## src/rtl/wl_afifo_rptr_empty_if.sv

```systemverilog
// Read-side port bundle of the wl_afifo read pointer / empty controller.
// The master drives the read request, the clear and the raw write pointer.
// The slave (the controller) returns the pointers, the address and the flags.
interface wl_afifo_rptr_empty_if #(
  parameter int L = 3
);
  logic         rinc;
  logic         rclr;
  logic [L:0]   wq_gray_wptr;
  logic [L-1:0] raddr;
  logic [L:0]   bin_rptr;
  logic [L:0]   gray_rptr;
  logic [L:0]   r2_gray_wptr;
  logic         rempty;
  logic [L:0]   rcount;
  logic         runderflow;

  modport master (
    output rinc, rclr, wq_gray_wptr,
    input  raddr, bin_rptr, gray_rptr, r2_gray_wptr, rempty, rcount, runderflow
  );

  modport slave (
    input  rinc, rclr, wq_gray_wptr,
    output raddr, bin_rptr, gray_rptr, r2_gray_wptr, rempty, rcount, runderflow
  );
endinterface

```

## src/rtl/wl_afifo_rptr_empty.sv

```systemverilog
// Read-side pointer and empty-flag controller for the wl_afifo async FIFO.
// Runs entirely in the read clock domain. The gray write pointer comes in
// through a two-flop synchronizer; the binary/gray read pointers, the
// registered empty flag, the fill count and a sticky underflow flag are
// kept here. Empty is computed from the next read pointer so it asserts on
// the same edge that pops the last entry.
module wl_afifo_rptr_empty #(
  parameter int L = 3
) (
  input  logic                 rclk,
  input  logic                 rrst,
  wl_afifo_rptr_empty_if.slave rif
);

  logic [L:0] bin_rptr_q, bin_rptr_d;
  logic [L:0] gray_rptr_q, gray_rptr_d;
  logic [L:0] r1_gray_wptr_q, r1_gray_wptr_d;
  logic [L:0] r2_gray_wptr_q, r2_gray_wptr_d;
  logic       rempty_q, rempty_d;
  logic [L:0] rcount_q, rcount_d;
  logic       runderflow_q, runderflow_d;

  logic       ren;
  logic [L:0] bin_next;
  logic [L:0] gray_next;
  logic [L:0] r2_bin_wptr;

  // Synchronizer next-state: a plain shift, untouched by rclr.
  always_comb begin
    r1_gray_wptr_d = rif.wq_gray_wptr;
    r2_gray_wptr_d = r1_gray_wptr_q;
  end

  // Gray-to-binary of the synchronized write pointer (MSB passes through).
  always_comb begin
    r2_bin_wptr = r2_gray_wptr_q;
    for (int i = L - 1; i >= 0; i--) begin
      r2_bin_wptr[i] = r2_gray_wptr_q[i] ^ r2_bin_wptr[i+1];
    end
  end

  // Read accept, next pointers, empty/count/underflow; clear wins over a read.
  always_comb begin
    ren          = rif.rinc & ~rempty_q;
    bin_next     = bin_rptr_q + {{L{1'b0}}, ren};
    gray_next    = bin_next ^ (bin_next >> 1);
    bin_rptr_d   = bin_next;
    gray_rptr_d  = gray_next;
    rempty_d     = (gray_next == r2_gray_wptr_q);
    rcount_d     = r2_bin_wptr - bin_next;
    runderflow_d = runderflow_q | (rif.rinc & rempty_q);
    if (rif.rclr) begin
      bin_rptr_d   = '0;
      gray_rptr_d  = '0;
      rempty_d     = 1'b1;
      rcount_d     = '0;
      runderflow_d = 1'b0;
    end
  end

  // State registers with asynchronous active-high reset.
  always_ff @(posedge rclk or posedge rrst) begin
    if (rrst) begin
      bin_rptr_q     <= '0;
      gray_rptr_q    <= '0;
      r1_gray_wptr_q <= '0;
      r2_gray_wptr_q <= '0;
      rempty_q       <= 1'b1;
      rcount_q       <= '0;
      runderflow_q   <= 1'b0;
    end else begin
      bin_rptr_q     <= bin_rptr_d;
      gray_rptr_q    <= gray_rptr_d;
      r1_gray_wptr_q <= r1_gray_wptr_d;
      r2_gray_wptr_q <= r2_gray_wptr_d;
      rempty_q       <= rempty_d;
      rcount_q       <= rcount_d;
      runderflow_q   <= runderflow_d;
    end
  end

  assign rif.raddr        = bin_rptr_q[L-1:0];
  assign rif.bin_rptr     = bin_rptr_q;
  assign rif.gray_rptr    = gray_rptr_q;
  assign rif.r2_gray_wptr = r2_gray_wptr_q;
  assign rif.rempty       = rempty_q;
  assign rif.rcount       = rcount_q;
  assign rif.runderflow   = runderflow_q;

endmodule

```

## src/flat_wrapper.sv

```systemverilog
// flat-port wrapper written by rule: the top's interface ports become plain ports
module wl_afifo_rptr_empty_flat 
#(
  parameter int L = 3
)
  (rclk, rrst, rif_rinc, rif_rclr, rif_wq_gray_wptr, rif_raddr, rif_bin_rptr, rif_gray_rptr, rif_r2_gray_wptr, rif_rempty, rif_rcount, rif_runderflow);
  wl_afifo_rptr_empty_if #(.L(L)) rif_i ();
  input  logic rclk;
  input  logic rrst;
  input wire logic [$bits(rif_i.rinc)-1:0] rif_rinc;
  input wire logic [$bits(rif_i.rclr)-1:0] rif_rclr;
  input wire logic [$bits(rif_i.wq_gray_wptr)-1:0] rif_wq_gray_wptr;
  output wire logic [$bits(rif_i.raddr)-1:0] rif_raddr;
  output wire logic [$bits(rif_i.bin_rptr)-1:0] rif_bin_rptr;
  output wire logic [$bits(rif_i.gray_rptr)-1:0] rif_gray_rptr;
  output wire logic [$bits(rif_i.r2_gray_wptr)-1:0] rif_r2_gray_wptr;
  output wire logic [$bits(rif_i.rempty)-1:0] rif_rempty;
  output wire logic [$bits(rif_i.rcount)-1:0] rif_rcount;
  output wire logic [$bits(rif_i.runderflow)-1:0] rif_runderflow;
  assign rif_i.rinc = rif_rinc;
  assign rif_i.rclr = rif_rclr;
  assign rif_i.wq_gray_wptr = rif_wq_gray_wptr;
  assign rif_raddr = rif_i.raddr;
  assign rif_bin_rptr = rif_i.bin_rptr;
  assign rif_gray_rptr = rif_i.gray_rptr;
  assign rif_r2_gray_wptr = rif_i.r2_gray_wptr;
  assign rif_rempty = rif_i.rempty;
  assign rif_rcount = rif_i.rcount;
  assign rif_runderflow = rif_i.runderflow;
  wl_afifo_rptr_empty #(.L(L)) u_core (.rclk(rclk), .rrst(rrst), .rif(rif_i));
endmodule
```

## config.mk

```make
export PLATFORM = sky130hd
export DESIGN_NAME = wl_afifo_rptr_empty_flat
export DESIGN_NICKNAME = d
export VERILOG_FILES = /design/src/rtl/wl_afifo_rptr_empty_if.sv /design/src/rtl/wl_afifo_rptr_empty.sv /design/src/flat_wrapper.sv
export SDC_FILE = /design/constraint.sdc
export NUM_CORES = 1
export LEC_CHECK = 0
export CORE_MARGIN = 5
export CORE_UTILIZATION = 47
export CTS_BUF_LIST = sky130_fd_sc_hd__clkbuf_8
export DETAILED_ROUTE_END_ITERATION = 10
export GPL_ROUTABILITY_DRIVEN = 0
export HOLD_SLACK_MARGIN = 0.02
export PLACE_DENSITY = 0.9
export SLEW_MARGIN = 20
export SYNTH_ARGS = -nofsm -noshare
export SYNTH_HDL_FRONTEND = slang
export SYNTH_SLANG_ARGS = --single-unit
```

## constraint.sdc

```tcl
create_clock -name rclk -period 2.95 [get_ports rclk]
set_clock_uncertainty 0.1 [all_clocks]
set_input_delay 0.59 -clock rclk [delete_from_list [all_inputs] [get_ports rclk]]
set_output_delay 0.59 -clock rclk [all_outputs]
set_load 0.02 [all_outputs]
```

======== Yosys cells after proc, flatten, opt, wreduce, memory -nomap -nowiden ========
Cells that the tools add are included.
storage, ports and cells
  flip-flop bits (word level) ............. 22
  input bits .............................. 8
  output and inout port bits .............. 21
  logic and storage cells ................. 23
operators by class
  $add $sub $neg .......................... 2
  eq/ne operators ......................... 1
  muxes and demuxes ....................... 5
  bitwise logic cells ..................... 8
operators by type and width
  kind                  count
  two-way mux 4 bit     3
  adder 4 x 1 -> 4 bit  1
  == test 4 bit         1
  subtractor 4 bit      1
  XOR 4 x 3 -> 4 bit    1
  XOR 1 bit             3
  AND 1 bit             2
  two-way mux 1 bit     2
  NOT 1 bit             1
  bitwise OR 1 bit      1

======== Longest topological paths before layout ========
Gate-level depths: netlist of the first run.
  depth in word-level cells ............... 6
  gate-level depth with buffers ........... 9
  mapped depth without buffers ............ 9

======== Worst setup path before layout of the first run ========
Ideal clock, no wire load.
  path type ............................... input -> register
  start point ............................. input port rif_rinc
  end point ............................... register u_core.rcount_q[3], in the netlist u_core.rif.rcount[3]
  data arrival time ....................... 2,112 ps
  path slack .............................. 601 ps
  stages on the path ...................... 9
  cell sequence ........................... nor2b_1 > ha_1 > ha_1 > inv_1 > ha_1 > nor2b_1 > o21ai_0 > a21o_1 > a21oi_1
between the ends
  cells in the longest elaborated chain, start to end .. 4
ends and longest elaborated chain
  what                    line                       source
  start, declared         flat_wrapper.sv:10         input wire logic [$bits(rif_i.rinc)-1:0] rif_rinc;
  AND 1 bit               wl_afifo_rptr_empty.sv:44  ren = rif.rinc & ~rempty_q;
  adder 4 x 1 -> 4 bit    wl_afifo_rptr_empty.sv:45  bin_next = bin_rptr_q + {{L{1'b0}}, ren};
  subtractor 4 bit        wl_afifo_rptr_empty.sv:50  rcount_d = r2_bin_wptr - bin_next;
  two-way mux 4 bit       wl_afifo_rptr_empty.sv:52  if (rif.rclr) begin
  via u_core.rcount_d[3]  wl_afifo_rptr_empty.sv:20  logic [L:0] rcount_q, rcount_d;
  end signal, assigned    wl_afifo_rptr_empty.sv:77  rcount_q <= rcount_d;
  end, declared           wl_afifo_rptr_empty.sv:20
The timed path passes the listed nets, and every way through them passes these cells.

======== Final worst setup path of the first run ========
Same ends and word-level chain as after synthesis.

==> results.sh, run 1 <==
export IMPL_die_area_um2=2960
export IMPL_async_reset_ff_share_pct=100
export IMPL_power_internal_uw=474
export IMPL_critPathRequiredTime_ps=3020
export IMPL_overflow=0
export IMPL_final_max_slew_viol_count=0
export IMPL_core_um2=1920
export IMPL_status="finished clean"
export IMPL_critical_path_max_stage_delay_ps=470
export IMPL_dp_hpwl_um=1260
export IMPL_numPortBuffers=28
export IMPL_period_minus_slack_ps=2660
export IMPL_drt_pass1_iterations=4
export IMPL_synth_ff_type="dfrtp_1"
export IMPL_hp_class="register to register"
export IMPL_row_count=16
export IMPL_yosysWarningCount=0
export IMPL_syn2layout_area_growth_pct=35.9
export IMPL_synth_top_area_share_pct=54.0
export IMPL_syn_area_um2=927
export IMPL_crit_chain="clkdlybuf4s50_1 -> nor2b_1 -> ha_1 -> ha_1 -> xor2_2 -> inv_1 -> ha_1 -> o21ai_0 -> a21o_1 -> a21oi_1"
export IMPL_finalCritPeriodShare_pct=90.3
export IMPL_seqPwrFrac_pct=49.6
export IMPL_dieHeight_um=54.4
export IMPL_grt_pass1_wl_um=2760
export IMPL_yosysUniqueCellTypes=21
export IMPL_crit_path_end_kind="register"
export IMPL_layout_common_cells="clkdlybuf4s50_1 (28), dfrtp_1 (20), nor2_1 (12), xnor2_1 (7)"
export IMPL_fin_setup_tns_ps=0
export IMPL_grt_pass1_vias=632
export IMPL_postCtsHoldBufs=0
export IMPL_cp_max_fo=3
export IMPL_drtIter0Drc=8
export IMPL_synth_edf_count=0
export IMPL_cts_reportedPaths_clkPinSlew_ps=70
export IMPL_numClockSinks=21
export IMPL_hold_viol=0
export IMPL_via_per_inst=4.72
export IMPL_yosysTopAreaCell="dfrtp_1"
export IMPL_setup_viol=0
export IMPL_clockRootBuffer="clkbuf_8"
export IMPL_cts_htree_levels=1
export IMPL_p_leak_nw=0.572
export IMPL_arrival_ps=2740
export IMPL_seq_area_frac_synth_pct=56.8
export IMPL_grt_antenna_before_repair=0
export IMPL_rsz0062_at_grt="false"
export IMPL_post_cts_setup_buffers=0
export IMPL_postSynthAreaPerCell_um2=12.0
export IMPL_start_util_pct=48.2
export IMPL_crit_slowest_cell="clkdlybuf4s50_1"
export IMPL_worst_pin_slew_ps=738
export IMPL_ant_nets=0
export IMPL_netlist_instances=77
export IMPL_utilization_pct=65.6
export IMPL_nets=120
export IMPL_cts_tree="yes"
export IMPL_vias=623
export IMPL_ir_worst_vdd_mv=0.437
export IMPL_ys_top_cells_by_area="dfrtp_1 (54%), ha_1 (6.7%), xnor2_1 (6.6%), xor2_1 (5.7%), nor2_1 (4.9%)"
export IMPL_routed_wl_um=1620
export IMPL_antenna_cells=0
export IMPL_io_pins=29
export IMPL_startpoint_type="input pin"
export IMPL_post_cts_resized=0
export IMPL_p_clk_share_pct=27.3
export IMPL_ys_ff_latch=21
export IMPL_mostFrequentLayoutCell="clkdlybuf4s50_1"
export IMPL_p_sw_uw=168
export IMPL_power_density_nw_per_um2=510
export IMPL_maxSlewHeadroom_pct=50.8
export IMPL_switching_share_pct=26.2
export IMPL_drc=0
export IMPL_layout_drive_gt1_share_pct=5.71
export IMPL_grt_total_usage_pct=13.4
export IMPL_grt_start_max_net_pins=22
export IMPL_syn_nets=91
export IMPL_cts_max_path_buffers=2
export IMPL_clk_latency_ps=260
export IMPL_max_freq_ghz=0.375
export IMPL_worst_path_most_repeated_cell="ha_1"
export IMPL_p_comb_share_pct=23.0
export IMPL_cts_made_buffers=3
export IMPL_wl_per_cell_um=12.3
export IMPL_cap_viol_max_count=0
export IMPL_fp_dieW_um=54.4
export IMPL_critPathKind="input pin to register"
[path summary, 6_finish.rpt]
path                                           from                          to  slack [ps]  cells after the start
max                                        rif_rinc        u_core.rif.rcount[3]         290                     10
min                        u_core.r1_gray_wptr_q[3]  u_core.rif.r2_gray_wptr[3]         250                      0
max reg2reg                       u_core.rif.rempty        u_core.rif.rcount[3]         630                      9
min reg2reg                u_core.r1_gray_wptr_q[3]  u_core.rif.r2_gray_wptr[3]         250                      0
max in group asynchronous                      rrst     u_core.rif.gray_rptr[2]        1630                      2
min in group asynchronous                      rrst    u_core.r1_gray_wptr_q[0]         650                      2
[worst max-delay path: cells and delay by family]
kind	cells	cell delay [ps]
adders and majority gates	3	780
AOI/OAI and AO/OA	3	430
xor gates and xnor gates	1	220
buffers and inverters	2	570
and+or+nand+nor	1	150
[power by group through the flow]
stage | sequential [mW] | clock (mW) | combinational, mW
floorplan | 0.347 | 0 | 0.0640
global placement | 0.324 | 0 | 0.145
detailed placement | 0.324 | 0 | 0.149
CTS | 0.319 | 0.185 | 0.150
global route | 0.322 | 0.201 | 0.161
finish | 0.319 | 0.176 | 0.148
[per-layer routing]
metal  vias up  global-route usage [%]  part of all wire [%]
met5         -                       0                     0
met4         0                    8.71                   2.9
met3         5                    3.27                   6.1
met2        21                    20.5                    49
met1       302                    16.7                    42
li1        295                       -                     -
[registers in the layout (all words and copies together) (netlist names)]
name / cells
u_core.r1_gray_wptr_q: 4
u_core.rif.bin_rptr: 4
u_core.rif.r2_gray_wptr: 4
u_core.rif.rcount: 4
u_core.rif.gray_rptr: 3
u_core.rif.rempty: 1
u_core.rif.runderflow: 1
[final cells by class]
type                    instances  area, um2
repair buffers                 29        288
clock inverters                 1       3.75
multi-input cells              46        348
clock buffers                   3       41.3
inverters                       5       18.8
flip-flops and latches         21        527
fillers                       165        662
well taps                      27       33.8
[cell usage after synthesis, types with 2 or more instances]
cell type	count
buf_4	4
inv_1	5
nor2b_1	3
a21oi_1	2
xor2_1	6
dfrtp_1	20
xnor2_1	7
ha_1	5
nand3_1	2
nor2_1	12
[kinds of logic (layout without fill, tap and decap cells)]
family	after synthesis	in the layout	share of synthesized area, %
adders and majority gates	6	6	8.91
DFF	21	21	56.8
AOI/OAI and AO/OA	6	6	4.18
muxes	1	1	1.21
buffers and inverters	10	38	5.67
and+or+nand+nor	19	19	9.18
xor gates and xnor gates	14	14	14.0
[per-stage QoR]
stage	total power, mW	cell area [um2]	hold WS, ps	instances	setup slack [ps]
floorplan	0.411	927	231	77	601
global placement	0.469	1210	233	128	157
detailed placement	0.473	1210	240	128	27.4
CTS	0.654	1260	256	132	291
global route	0.684	1260	260	132	122
finish	0.643	1260	251	132	286
Note: power is estimated with default switching activity, not from simulation.
==> run 2, diff against run 1 <==
Settings changed: HOLD_SLACK_MARGIN 0.02 to 0.15.
==> results of run 2 <==
Same layout as run 1: the final DEF is identical, and so are final timing and power.
